`src/rtl/trng_collector.sv`:
```
// trng_collector: gathers serial bits from the ring-oscillator generator into
// 32-bit random words. After reset it discards a warm-up run of raw samples,
// then collects bits into a holding register with single-cycle pop. A
// repetition health test on the raw stream raises a sticky failure flag and
// throws away any partial word.
// Optional feature: define TRNG_VON_NEUMANN_EN to debias the collected stream
// with a Von Neumann corrector (raw pairs 10 -> 1, 01 -> 0, 00/11 dropped).
module trng_collector #(
    parameter int WARMUP_BITS = 64,
    parameter int REP_LIMIT   = 24
) (
    input  logic        iClk,
    input  logic        iRst,
    input  logic        iEn,
    input  logic        iSerial,
    output logic        oGenEn,
    input  logic        iRead,
    output logic [31:0] oData,
    output logic        oValid,
    output logic        oHealthFail,
    input  logic        iClearFail
);

    localparam int WW = $clog2(WARMUP_BITS + 1);
    localparam int RW = $clog2(REP_LIMIT + 1);

    typedef enum logic [1:0] {
        WARMUP  = 2'd0,
        COLLECT = 2'd1,
        STALL   = 2'd2
    } state_t;

    state_t          state;
    state_t          stateNext;
    logic [WW-1:0]   warmCnt;
    logic [RW-1:0]   runCnt;
    logic [RW-1:0]   runNext;
    logic            lastBit;
    logic [31:0]     shiftReg;
    logic [31:0]     shiftNext;
    logic [5:0]      bitCnt;
    logic            sampleEn;
    logic            trip;
    logic            accValid;
    logic            accVal;
    logic            wordDone;
    logic            warmDone;

`ifdef TRNG_VON_NEUMANN_EN
    logic            vnHave;
    logic            vnFirst;
`endif

    // Raw sampling happens only while the generator is enabled.
    assign sampleEn = iEn && (state != STALL);
    assign oGenEn   = sampleEn;
    assign warmDone = (warmCnt == WW'(WARMUP_BITS - 1));

    // Repetition run length including the current sample, and the trip strobe.
    always_comb begin
        runNext = RW'(1);
        if (runCnt != '0 && iSerial == lastBit) begin
            runNext = runCnt + RW'(1);
        end
    end
    assign trip = sampleEn && (runNext == RW'(REP_LIMIT));

    // Accepted-bit selection: either every collected raw sample or the
    // Von Neumann output of a completed unequal pair.
    always_comb begin
        accValid = 1'b0;
        accVal   = iSerial;
`ifdef TRNG_VON_NEUMANN_EN
        if (sampleEn && state == COLLECT && vnHave && (vnFirst != iSerial)) begin
            accValid = 1'b1;
            accVal   = vnFirst;
        end
`else
        if (sampleEn && state == COLLECT) begin
            accValid = 1'b1;
        end
`endif
    end

    assign shiftNext = {shiftReg[30:0], accVal};
    // A health trip on the completing edge discards the word instead.
    assign wordDone  = accValid && !trip && (bitCnt == 6'd31);

    // Next-state logic for warm-up / collect / stall.
    always_comb begin
        stateNext = state;
        unique case (state)
            WARMUP: begin
                if (sampleEn && warmDone) begin
                    stateNext = COLLECT;
                end
            end
            COLLECT: begin
                if (wordDone && oValid && !iRead) begin
                    stateNext = STALL;
                end
            end
            STALL: begin
                if (iRead) begin
                    stateNext = COLLECT;
                end
            end
            default: stateNext = WARMUP;
        endcase
    end

    // State register.
    always_ff @(posedge iClk) begin
        if (iRst) begin
            state <= WARMUP;
        end else begin
            state <= stateNext;
        end
    end

    // Warm-up sample counter.
    always_ff @(posedge iClk) begin
        if (iRst) begin
            warmCnt <= '0;
        end else if (sampleEn && state == WARMUP) begin
            warmCnt <= warmCnt + WW'(1);
        end
    end

    // Repetition run tracker; a trip restarts the run on the next sample.
    always_ff @(posedge iClk) begin
        if (iRst) begin
            runCnt  <= '0;
            lastBit <= 1'b0;
        end else if (sampleEn) begin
            lastBit <= iSerial;
            runCnt  <= trip ? '0 : runNext;
        end
    end

    // Sticky health flag; a trip beats a simultaneous clear.
    always_ff @(posedge iClk) begin
        if (iRst) begin
            oHealthFail <= 1'b0;
        end else if (trip) begin
            oHealthFail <= 1'b1;
        end else if (iClearFail) begin
            oHealthFail <= 1'b0;
        end
    end

`ifdef TRNG_VON_NEUMANN_EN
    // Von Neumann pair buffer; half pairs are dropped on a trip or outside COLLECT.
    always_ff @(posedge iClk) begin
        if (iRst) begin
            vnHave  <= 1'b0;
            vnFirst <= 1'b0;
        end else if (trip || state != COLLECT) begin
            vnHave <= 1'b0;
        end else if (sampleEn) begin
            if (!vnHave) begin
                vnHave  <= 1'b1;
                vnFirst <= iSerial;
            end else begin
                vnHave <= 1'b0;
            end
        end
    end
`endif

    // Shift register and bit counter; count 32 marks a full word waiting in STALL.
    always_ff @(posedge iClk) begin
        if (iRst) begin
            shiftReg <= '0;
            bitCnt   <= '0;
        end else if (trip) begin
            bitCnt <= '0;
        end else if (state == STALL && iRead) begin
            bitCnt <= '0;
        end else if (accValid) begin
            shiftReg <= shiftNext;
            if (bitCnt == 6'd31) begin
                bitCnt <= (!oValid || iRead) ? 6'd0 : 6'd32;
            end else begin
                bitCnt <= bitCnt + 6'd1;
            end
        end
    end

    // Holding register: load on word completion or stall release, clear on pop.
    always_ff @(posedge iClk) begin
        if (iRst) begin
            oData  <= '0;
            oValid <= 1'b0;
        end else if (wordDone && (!oValid || iRead)) begin
            oData  <= shiftNext;
            oValid <= 1'b1;
        end else if (state == STALL && iRead) begin
            oData  <= shiftReg;
            oValid <= 1'b1;
        end else if (iRead && oValid) begin
            oValid <= 1'b0;
        end
    end

endmodule

```
`config.mk`:
```
export PLATFORM = sky130hd
export DESIGN_NAME = trng_collector
export DESIGN_NICKNAME = d
export VERILOG_FILES = /design/src/rtl/trng_collector.sv
export SDC_FILE = /design/constraint.sdc
export NUM_CORES = 1
export LEC_CHECK = 0
export CORE_ASPECT_RATIO = 1.5
export CORE_MARGIN = 2
export CORE_UTILIZATION = 31
export CTS_CLUSTER_SIZE = 24
export DETAILED_ROUTE_END_ITERATION = 6
export PLACE_DENSITY = 0.52
export SLEW_MARGIN = 10
export SYNTH_ARGS = -nofsm -noshare
export SYNTH_HDL_FRONTEND = slang
export SYNTH_SLANG_ARGS = --single-unit
export TNS_END_PERCENT = 50
```
`constraint.sdc`:
```
create_clock -name iClk -period 2.8 [get_ports iClk]
set_clock_uncertainty 0.1 [all_clocks]
set_input_delay 0.56 -clock iClk [delete_from_list [all_inputs] [get_ports iClk]]
set_output_delay 0.56 -clock iClk [all_outputs]
set_load 0.1 [all_outputs]
```
==> results.json <==
{
  "cts_setup_buffers": 0,
  "fp.dieW_um": 95.5,
  "cts_tree": "yes",
  "routed_wl_um": 8540,
  "antenna_cells": 0,
  "overflow": 0,
  "path_cells": "clkdlybuf4s50_1 > nand2_1 > inv_1 > buf_12",
  "cp.buffers_inverters": 3,
  "crit_path_max_incr_delay_ps": 600,
  "endpoint_kind": "primary output",
  "syn_area_mm2": 0.00390,
  "rsz0062_at_grt": "no",
  "crit_arrival_ps": 1680,
  "leakagePower_nw": 1.93,
  "placed_cell_area_mm2": 0.00446,
  "r2r-start": "runCnt[0]",
  "period_share": 0.834,
  "worst-path-max-fanout": 7,
  "period_minus_slack_ps": 2340,
  "gp_congestion": 0.783,
  "synth_seq_cells": 87,
  "post_cts_resized": 0,
  "synthFlopType": "dfxtp_1",
  "peakVddDrop_mv": 0.275,
  "grt_use_total": 0.133,
  "final_cell_mix": "87 x dfxtp_1, 76 x nand2_1, 66 x mux2i_1",
  "num_vias": 2894,
  "htreeDepth": 3,
  "via_per_inst": 4.86,
  "asyncSetResetFlopFracSynth": 0,
  "hold_viol_final": 0,
  "p_per_area_mw_per_mm2": 513,
  "die-area_mm2": 0.0135,
  "syn-mean-instance-area_um2": 10.1,
  "finalInstanceArea_mm2": 0.00473,
  "critical-path-top-delay-family": "buffers and inverters",
  "critPathRequiredTime_ps": 2140,
  "critPathSlowestCell": "clkdlybuf4s50_1",
  "final_common_cell": "dfxtp_1",
  "worst_pin_slew_ps": 583,
  "synth_cell_type_count": 45,
  "grt_pass1_wl_um": 14300,
  "grt_max_degree": 33,
  "cts_buffer_depth": 2,
  "finalSetupViolations": 0,
  "synth_nets": 397,
  "hpwl_um": 5980,
  "initial_utilization": 0.315,
  "yosysWarnings": 0,
  "crit_type": "input pin to primary output",
  "drive_above_1_share": 0.230,
  "ant_nets": 0,
  "nNetsFinal": 444,
  "start_kind": "input pin",
  "fin_ws_ps": 464,
  "wl_per_cell_um": 14.4,
  "synth_edf_count": 0,
  "critPathLaunch": "iEn",
  "utilization": 0.382,
  "drv_slew": 0,
  "outcome": "complete, no violations",
  "drt-initial-drc-count": 144,
  "numCtsBuffers": 9,
  "cts-hold-fix-buffers": 0,
  "fin_tns_setup_ps": 0,
  "die_h_um": 141,
  "path_clk_slew_ps": 60,
  "clock-sinks": 87,
  "pre_cts_ws_ps": 295,
  "hold_start": "shiftReg[31]",
  "drc": 0,
  "post_synth_inst_count": 387,
  "cts_root_buffer": "clkbuf_16",
  "max_freq_ghz": 0.428,
  "hp-class": "register to register",
  "port_buffers": 40,
  "worstSkewPairLatency_ps": 330,
  "antenna_found_initial": 0,
  "num_rows": 50,
  "coreArea_mm2": 0.0124,
  "ys_seq_area_frac": 0.447,
  "syn_to_final_growth_pct": 21.4,
  "grt_pass1_vias": 2891,
  "io_pins": 41,
  "drv_cap": 0,
  "firstDrtPassIters": 4,
  "relSlewSlack": 0.608
}
==> cell families after synthesis <==
logic type	share of synthesized area
buffers and inverters	0.0366
adder cells (fa/ha/maj)	0.0128
multiplexers	0.262
AND/OR/NAND/NOR	0.153
flip-flops	0.447
AO/OA/AOI/OAI	0.0591
XOR/XNOR	0.0292
==> flip-flops by register name, indices dropped and copies added, names as in the netlist <==
signal and count:
bitCnt 6, oData 32, lastBit 1, shiftReg 32, state 2, oValid 1
oHealthFail 1, runCnt 5, warmCnt 7
==> through the flow <==
stage,hold slack [ps],power (mW),instances
after CTS,377,2.46,595
after global routing,421,2.52,595
final,370,2.42,595
after detailed placement,369,1.36,579
after global placement,341,1.36,579
after floorplan,332,1.33,387
==> where the power goes <==
| part | switching, mW | leakage (nW) | internal [mW] |
|---|---|---|---|
| clock network | 0.491 | 0.126 | 0.602 |
| logic | 0.0512 | 1.11 | 0.0319 |
| registers | 0.00532 | 0.701 | 1.24 |
==> cells in the mapped netlist, drive strengths merged, types with 5 or more instances <==
| master | instances | area (um^2) |
|---|---|---|
| a21oi | 7 | 35.0 |
| mux2 | 32 | 360 |
| clkbuf | 13 | 48.8 |
| mux2i | 66 | 661 |
| inv | 8 | 30.0 |
| nand3 | 6 | 30.0 |
| nand2 | 76 | 285 |
| xnor2 | 5 | 43.8 |
| buf | 7 | 63.8 |
| xor2 | 8 | 70.1 |
| nor2 | 16 | 60.1 |
| dfxtp | 87 | 1740 |
==> worst min-delay path: cells and delay by family (launching register included) <==
kind | cells | cell delay [ps]
DFF | 1 | 310
muxes | 1 | 60
and+or+nand+nor | 1 | 50
==> layer usage <==
metal  share of wire  wire (um)  global-route usage  vias up
li1                -          -                   -     1446
met5               0          0                   0        -
met4           0.013        108              0.0444        0
met1            0.45       3810               0.163     1388
met2            0.50       4240               0.223       49
met3           0.045        383              0.0361       11
==> layout make-up <==
class                           count  area (um^2)
Multi-Input combinational cell    272         2010
Inverter                            8         30.0
Sequential cell                    87         1740
Clock buffer                       11          233
Clock inverter                      5         33.8
Timing Repair Buffer               56          483
Fill cell                        1242         7660
Tap cell                          156          195
==> worst paths after layout <==
kind / end / slack [ps] / cells after the start
max reg2reg: oData[9] / 520 / 7
max: oGenEn / 460 / 4
min reg2reg: shiftReg[31] / 370 / 2
min: shiftReg[31] / 370 / 2
No activity file was read; power rests on OpenSTA's default activity.
